[src/rtl/key_event_capture.sv]
// Eight-key capture: 2-flop sync, per-key debounce, rising-edge pending set, and a
// one-hot presenter FSM for an 8:3 encoder. Define KEYCAP_OVERRUN_EN to add the sticky overrun flag.
module key_event_capture #(
    parameter int DEB_CYCLES = 4
) (
    input  logic clk,
    input  logic rst,
    input  logic K7, K6, K5, K4, K3, K2, K1, K0,
    input  logic ack,
`ifdef KEYCAP_OVERRUN_EN
    output logic overrun,
`endif
    output logic en,
    output logic Y7, Y6, Y5, Y4, Y3, Y2, Y1, Y0
);
    localparam logic [3:0] LP_DEB = 4'(DEB_CYCLES);

    typedef enum logic [1:0] {S_IDLE, S_PRESENT, S_GAP} state_t;

    logic [7:0]      w_k;
    logic [7:0]      r_sync1, r_sync2, r_deb, r_deb_d, r_pend;
    logic [7:0][3:0] r_cnt;
    logic [2:0]      r_sel, w_hi;
    logic [7:0]      w_rise, w_clr, w_y;
    logic            w_load;
    state_t          r_state, w_next;

    assign w_k = {K7, K6, K5, K4, K3, K2, K1, K0};

    always_ff @(posedge clk or posedge rst) begin
        if (rst) begin
            r_sync1 <= '0;
            r_sync2 <= '0;
        end else begin
            r_sync1 <= w_k;
            r_sync2 <= r_sync1;
        end
    end

    // A level change is accepted one edge after the counter has reached DEB_CYCLES.
    always_ff @(posedge clk or posedge rst) begin
        if (rst) begin
            r_cnt <= '0;
            r_deb <= '0;
        end else begin
            for (int i = 0; i < 8; i++) begin
                if (r_sync2[i] == r_deb[i]) begin
                    r_cnt[i] <= '0;
                end else if (r_cnt[i] == LP_DEB) begin
                    r_deb[i] <= r_sync2[i];
                    r_cnt[i] <= '0;
                end else begin
                    r_cnt[i] <= r_cnt[i] + 4'd1;
                end
            end
        end
    end

    assign w_rise = r_deb & ~r_deb_d;
    assign w_clr  = (r_state == S_PRESENT && ack) ? (8'(1) << r_sel) : 8'h00;

    // Set beats clear, so a re-press landing on the ack cycle is kept as a new event.
    always_ff @(posedge clk or posedge rst) begin
        if (rst) begin
            r_deb_d <= '0;
            r_pend  <= '0;
        end else begin
            r_deb_d <= r_deb;
            r_pend  <= (r_pend & ~w_clr) | w_rise;
        end
    end

`ifdef KEYCAP_OVERRUN_EN
    always_ff @(posedge clk or posedge rst) begin
        if (rst)
            overrun <= 1'b0;
        else if (|(w_rise & r_pend & ~w_clr))
            overrun <= 1'b1;
    end
`endif

    always_comb begin
        w_hi = 3'd0;
        for (int i = 0; i < 8; i++)
            if (r_pend[i]) w_hi = 3'(i);
    end

    always_ff @(posedge clk or posedge rst) begin
        if (rst) begin
            r_state <= S_IDLE;
            r_sel   <= '0;
        end else begin
            r_state <= w_next;
            if (w_load) r_sel <= w_hi;
        end
    end

    always_comb begin
        w_next = r_state;
        w_load = 1'b0;
        en     = 1'b0;
        w_y    = 8'h00;
        case (r_state)
            S_IDLE: begin
                if (|r_pend) begin
                    w_load = 1'b1;
                    w_next = S_PRESENT;
                end
            end
            S_PRESENT: begin
                en  = 1'b1;
                w_y = 8'(1) << r_sel;
                if (ack) w_next = S_GAP;
            end
            S_GAP:   w_next = S_IDLE;
            default: w_next = S_IDLE;
        endcase
    end

    assign {Y7, Y6, Y5, Y4, Y3, Y2, Y1, Y0} = w_y;
endmodule

[config.mk]
export PLATFORM = sky130hd
export DESIGN_NAME = key_event_capture
export DESIGN_NICKNAME = d
export VERILOG_FILES = /design/src/rtl/key_event_capture.sv
export SDC_FILE = /design/constraint.sdc
export NUM_CORES = 1
export LEC_CHECK = 0
export CAP_MARGIN = 0
export CORE_AREA = 4 4 83 85
export CTS_CLUSTER_DIAMETER = 30
export DETAILED_ROUTE_END_ITERATION = 10
export DIE_AREA = 0 0 87 89
export PLACE_DENSITY = 0.74
export REMOVE_ABC_BUFFERS = 1
export SLEW_MARGIN = 20
export SYNTH_ARGS = -nofsm -noshare
export SYNTH_HDL_FRONTEND = slang
export SYNTH_SLANG_ARGS = --single-unit
[constraint.sdc]
create_clock -name clk -period 2.4 [get_ports clk]
set_clock_uncertainty 0.05 [all_clocks]
set_input_delay 0.36 -clock clk [delete_from_list [all_inputs] [get_ports clk]]
set_output_delay 0.36 -clock clk [all_outputs]
set_load 0.01 [all_outputs]
# Word level (Yosys, flattened, before mapping)
# Index checks and enable logic that the tools add are counted.
# totals
register_bits	77
elab_cells	106
# classes
n_addsub	8
n_eq_ne	19
shift	1
mux	31
bitwise	13
reduce_logical	12
# ops
op	count
$mux W4	16
$add A4 B1 Y4 const B	8
$eq A4 B3 Y1 const B	8
$mux W3	6
$reduce_and A2 Y1	9
$and A8 B8 Y8	2
$mux W8	2
$not A8 Y8	2
$eq A1 B1 Y1	8
$not A1 Y1	8
$or A8 B8 Y8	1
$reduce_or A8 Y1	1
$shl A1 B3 Y8 const A	1
$mux W1	4
$mux W2	2
$ne A2 B2 Y1 const B	2
$pmux W2 S2	1
$eq A2 B1 Y1 const B	1
$logic_not A2 Y1	1
$logic_and A1 B1 Y1	1

# Depth between registers and ports, before layout
# logic_depth
word_depth	7
mapped_depth	6
ltp_nobuf	6

# Worst setup path before layout
# OpenSTA, ideal clock, no wires.
# synth_path
path_kind	register to output
from	register r_state[1]
to	output Y0
arrival_ns	1.079
required_ns	1.990
setup_slack_ns	0.911
path_stages_with_launch	4
path_cell_list	dfrtp_1 -> and2b_2 -> nand2b_1 -> nor3_1
# synth_via
elab_chain_len	2
# synth_lines
item	line	rtl
start: declaration	26	state_t r_state, w_next;
start signal: assignment	93	r_state <= w_next;
$eq A2 B1 Y1	103	case (r_state)
$mux W8	103	
end: declaration	14	output logic Y7, Y6, Y5, Y4, Y3, Y2, Y1, Y0
# No other way between the ends.

# Worst setup path in the final report
# Ends and elaborated chain as after synthesis.

==> flow_metrics.py <==
metrics = {
    "status": {
        "outcome": "completed",
    },
    "detailed_routing": {
        "route.vias.total": 2008,
        "routed_wl_um": 4912,
        "via_per_inst": 5.071,
        "dr.pass1.iters": 4,
        "wire_per_inst_um": 12.40,
        "first_iter_violations": 116,
        "drc": 0,
        "antenna_left": 0,
    },
    "grt": {
        "antenna_found_initial": 0,
        "grt_max_degree": 47,
        "overflow": 0,
        "grt_pass1_vias": 2008,
        "grt_usage": 0.1474,
        "grt_pass1_wl_um": 8852,
    },
    "logic_synthesis": {
        "synth_top_family_by_area": "simple AND/OR/NAND/NOR gates",
        "yosysSeqAreaShare": 0.5997,
        "ys_types": 28,
        "synthCells": 282,
        "synth_seq_cells": 77,
        "synth.area.mux_share": 0.05257,
        "syn_avg_cell_area_um2": 11.39,
        "synth-compound-area-share": 0.07944,
        "synth_area_leader_cell": "dfrtp_1",
        "post_synth_and_or_nand_nor_area_fraction": 0.1421,
        "yosys.area.top_type_share": 0.5997,
        "synth-xor-area-share": 0.02181,
        "synth_area_leaders": "dfrtp_1 (60%), ha_1 (6.2%), mux2_2 (5.3%)",
        "synth-adder-area-share": 0.06231,
        "synth_area_mm2": 0.003213,
        "yosys_warnings": 0,
    },
    "pwr": {
        "pwr-share-comb": 0.255,
        "sw_frac_of_total": 0.3388,
        "p_int_mw": 2.476,
        "power.switching_mw": 1.268,
        "p_seq_frac": 0.520,
        "ir_drop_uv": 429.7,
        "power.share.clock": 0.224,
        "powerDensity_mw_per_mm2": 1009,
        "leakage_nw": 1.690,
    },
    "cts": {
        "cts.sinks": 77,
        "cts_buffers": 9,
        "htree_levels": 3,
        "clk_pin_slew_worst_paths_ps": 80,
        "cts_tree": "done",
        "cts-root-buf": "clkbuf_8",
        "clk_path_buf_depth": 2,
        "post-cts-setup-buffer-count": 0,
        "hold_buffers": 0,
        "clock_latency_ps": 340,
    },
    "sta": {
        "worst_slew_margin_rel": 0.7553,
        "rsz0062_at_grt": "true",
        "clock.fmax_ghz": 0.4319,
        "tightest_slew_ps": 364.5,
        "report.final.setup_viol": 0,
        "timing.final.hold_violations": 0,
        "whs_ps": 247.2,
        "slew_viol_final": 0,
        "fin_crit_ps": 2315,
        "period_share": 0.9648,
        "setup_slack_ps": 84.53,
    },
    "worst_setup_path": {
        "r2r-start": "r_state[1]$_DFFE_PP0P_",
        "reg2reg_slack_ps": 1050,
        "critPathArrivalTime_ps": 1910,
        "end_kind": "output port",
        "r2r_end": "r_pend[6]$_DFF_PP0_",
        "reg2reg_depth": 4,
        "critPathLaunchType": "flop",
        "criticalPathCategory": "reg2out",
        "critPathRequiredTime_ps": 1990,
        "cp_max_fo": 6,
    },
    "final_layout": {
        "drive_above_1_share": 0.1285,
        "syn_to_final_growth_pct": 15.50,
        "final_cell_mix": "dfrtp_1 (77), inv_1 (35), nor2_1 (32), o21ai_0 (20), clkdlybuf4s50_1 (18)",
        "num_antenna_cells": 0,
        "final_common_cell": "dfrtp_1",
        "final_util": 0.5981,
        "finalNetCount": 341,
    },
    "placement": {
        "place_hpwl_um": 3589,
        "routabilityCongestion": 0.8166,
        "port-buffer-count": 19,
        "dp_slack_ps": 397.7,
    },
    "floorplanning": {
        "num_io_pins": 20,
        "fp.dieH_um": 89,
        "dieWidth_um": 87,
        "dieArea_mm2": 0.007743,
        "rows": 29,
        "coreArea_mm2": 0.006205,
        "floorplan.initialDensity": 0.5178,
    },
    "worst_hold_path": {
        "hold_path.class": "in2async",
    },
    "job": {
        "max_cap_violations": 0,
    },
}
synthesized netlist by cell type:
cell / number
a211o_1: 1
a211oi_1: 1
a211oi_2: 1
a21oi_1: 11
a311oi_1: 1
a31oi_1: 1
and2_1: 1
and2b_2: 1
dfrtp_1: 77
ha_1: 16
inv_1: 36
mux2_2: 15
nand2_1: 11
nand2b_1: 3
nand3_1: 9
nand3_2: 1
nand3b_1: 7
nand3b_2: 1
nor2_1: 32
nor2b_1: 8
nor3_1: 10
nor4_4: 2
o21a_1: 1
o21ai_0: 20
o21ai_1: 2
o311ai_1: 1
o31ai_1: 4
xnor2_1: 8
worst max path at each step:
stage                      startpoint            endpoint  cells after the start
6_report       r_state[1]$_DFFE_PP0P_                  Y0                      4
5_1_grt        r_state[1]$_DFFE_PP0P_                  Y7                      4
4_1_cts        r_state[1]$_DFFE_PP0P_                  Y0                      4
3_5_place_dp   r_state[1]$_DFFE_PP0P_                  Y0                      4
3_3_place_gp   r_state[1]$_DFFE_PP0P_                  Y0                      4
2_1_floorplan                     rst  r_cnt[0]$_DFF_PP0_                      1
cell families after synthesis:
family,Yosys count
compound gates,44
xor+xnor,8
fa+ha+maj,16
buf+inv,36
flops,77
mux,15
simple gates,86
power by group through the flow:
stage	Combinational (mW)	Sequential (mW)	Clock, mW
2_1_floorplan	0.740	1.89	0
6_report	0.956	1.95	0.840
5_1_grt	1.11	2.01	0.928
3_5_place_dp	0.968	1.97	0
4_1_cts	0.979	1.95	0.879
3_3_place_gp	0.932	1.95	0
layout make-up:
class	instances	area (um2)
sequential	77	1927
tap	77	96.34
timing repair buffer	21	220.2
multi-input combinational	169	1156
fill	509	2494
clock buffer	9	123.9
inverter	36	135.1
clock inverter	7	52.55
metrics by stage:
| stage | cell area (um2) | total power [mW] | setup TNS (ps) | cells |
|---|---|---|---|---|
| floorplan | 3213 | 2.634 | 0 | 282 |
| global placement | 3527 | 2.884 | 0 | 380 |
| detailed placement | 3527 | 2.940 | 0 | 380 |
| CTS | 3704 | 3.805 | 0 | 396 |
| global route | 3711 | 4.053 | -20.67 | 396 |
| finish | 3711 | 3.744 | 0 | 396 |
critical path, cell delays in order, from the launching register on:
cell and delay [ps]:
dfrtp_1 430, and2b_2 290, nand2b_1 160, nor3_2 140, clkdlybuf4s50_1 550
state kept, by name, indices dropped and copies added, names as in the netlist:
register and cells:
r_state 2, r_pend 8, r_sync2 8, r_sel 3
r_sync1 8, r_cnt 32, r_deb 8, r_deb_d 8
routing by layer:
layer / vias up / routed length, um / global-route usage
li1: 1003 / - / -
met1: 975 / 2267 / 0.1846
met2: 24 / 2392 / 0.2409
met3: 6 / 162 / 0.03963
met4: 0 / 90 / 0.06657
met5: - / 0 / 0
what timing repair did:
| action | 4_1_cts | 5_1_grt |
|---|---|---|
| setup endpoints to repair | 0 | 4 |
| gates resized for setup | 0 | 2 |
| endpoints found under the hold margin | 0 | 0 |
No activity file was read; power rests on OpenSTA's default activity.
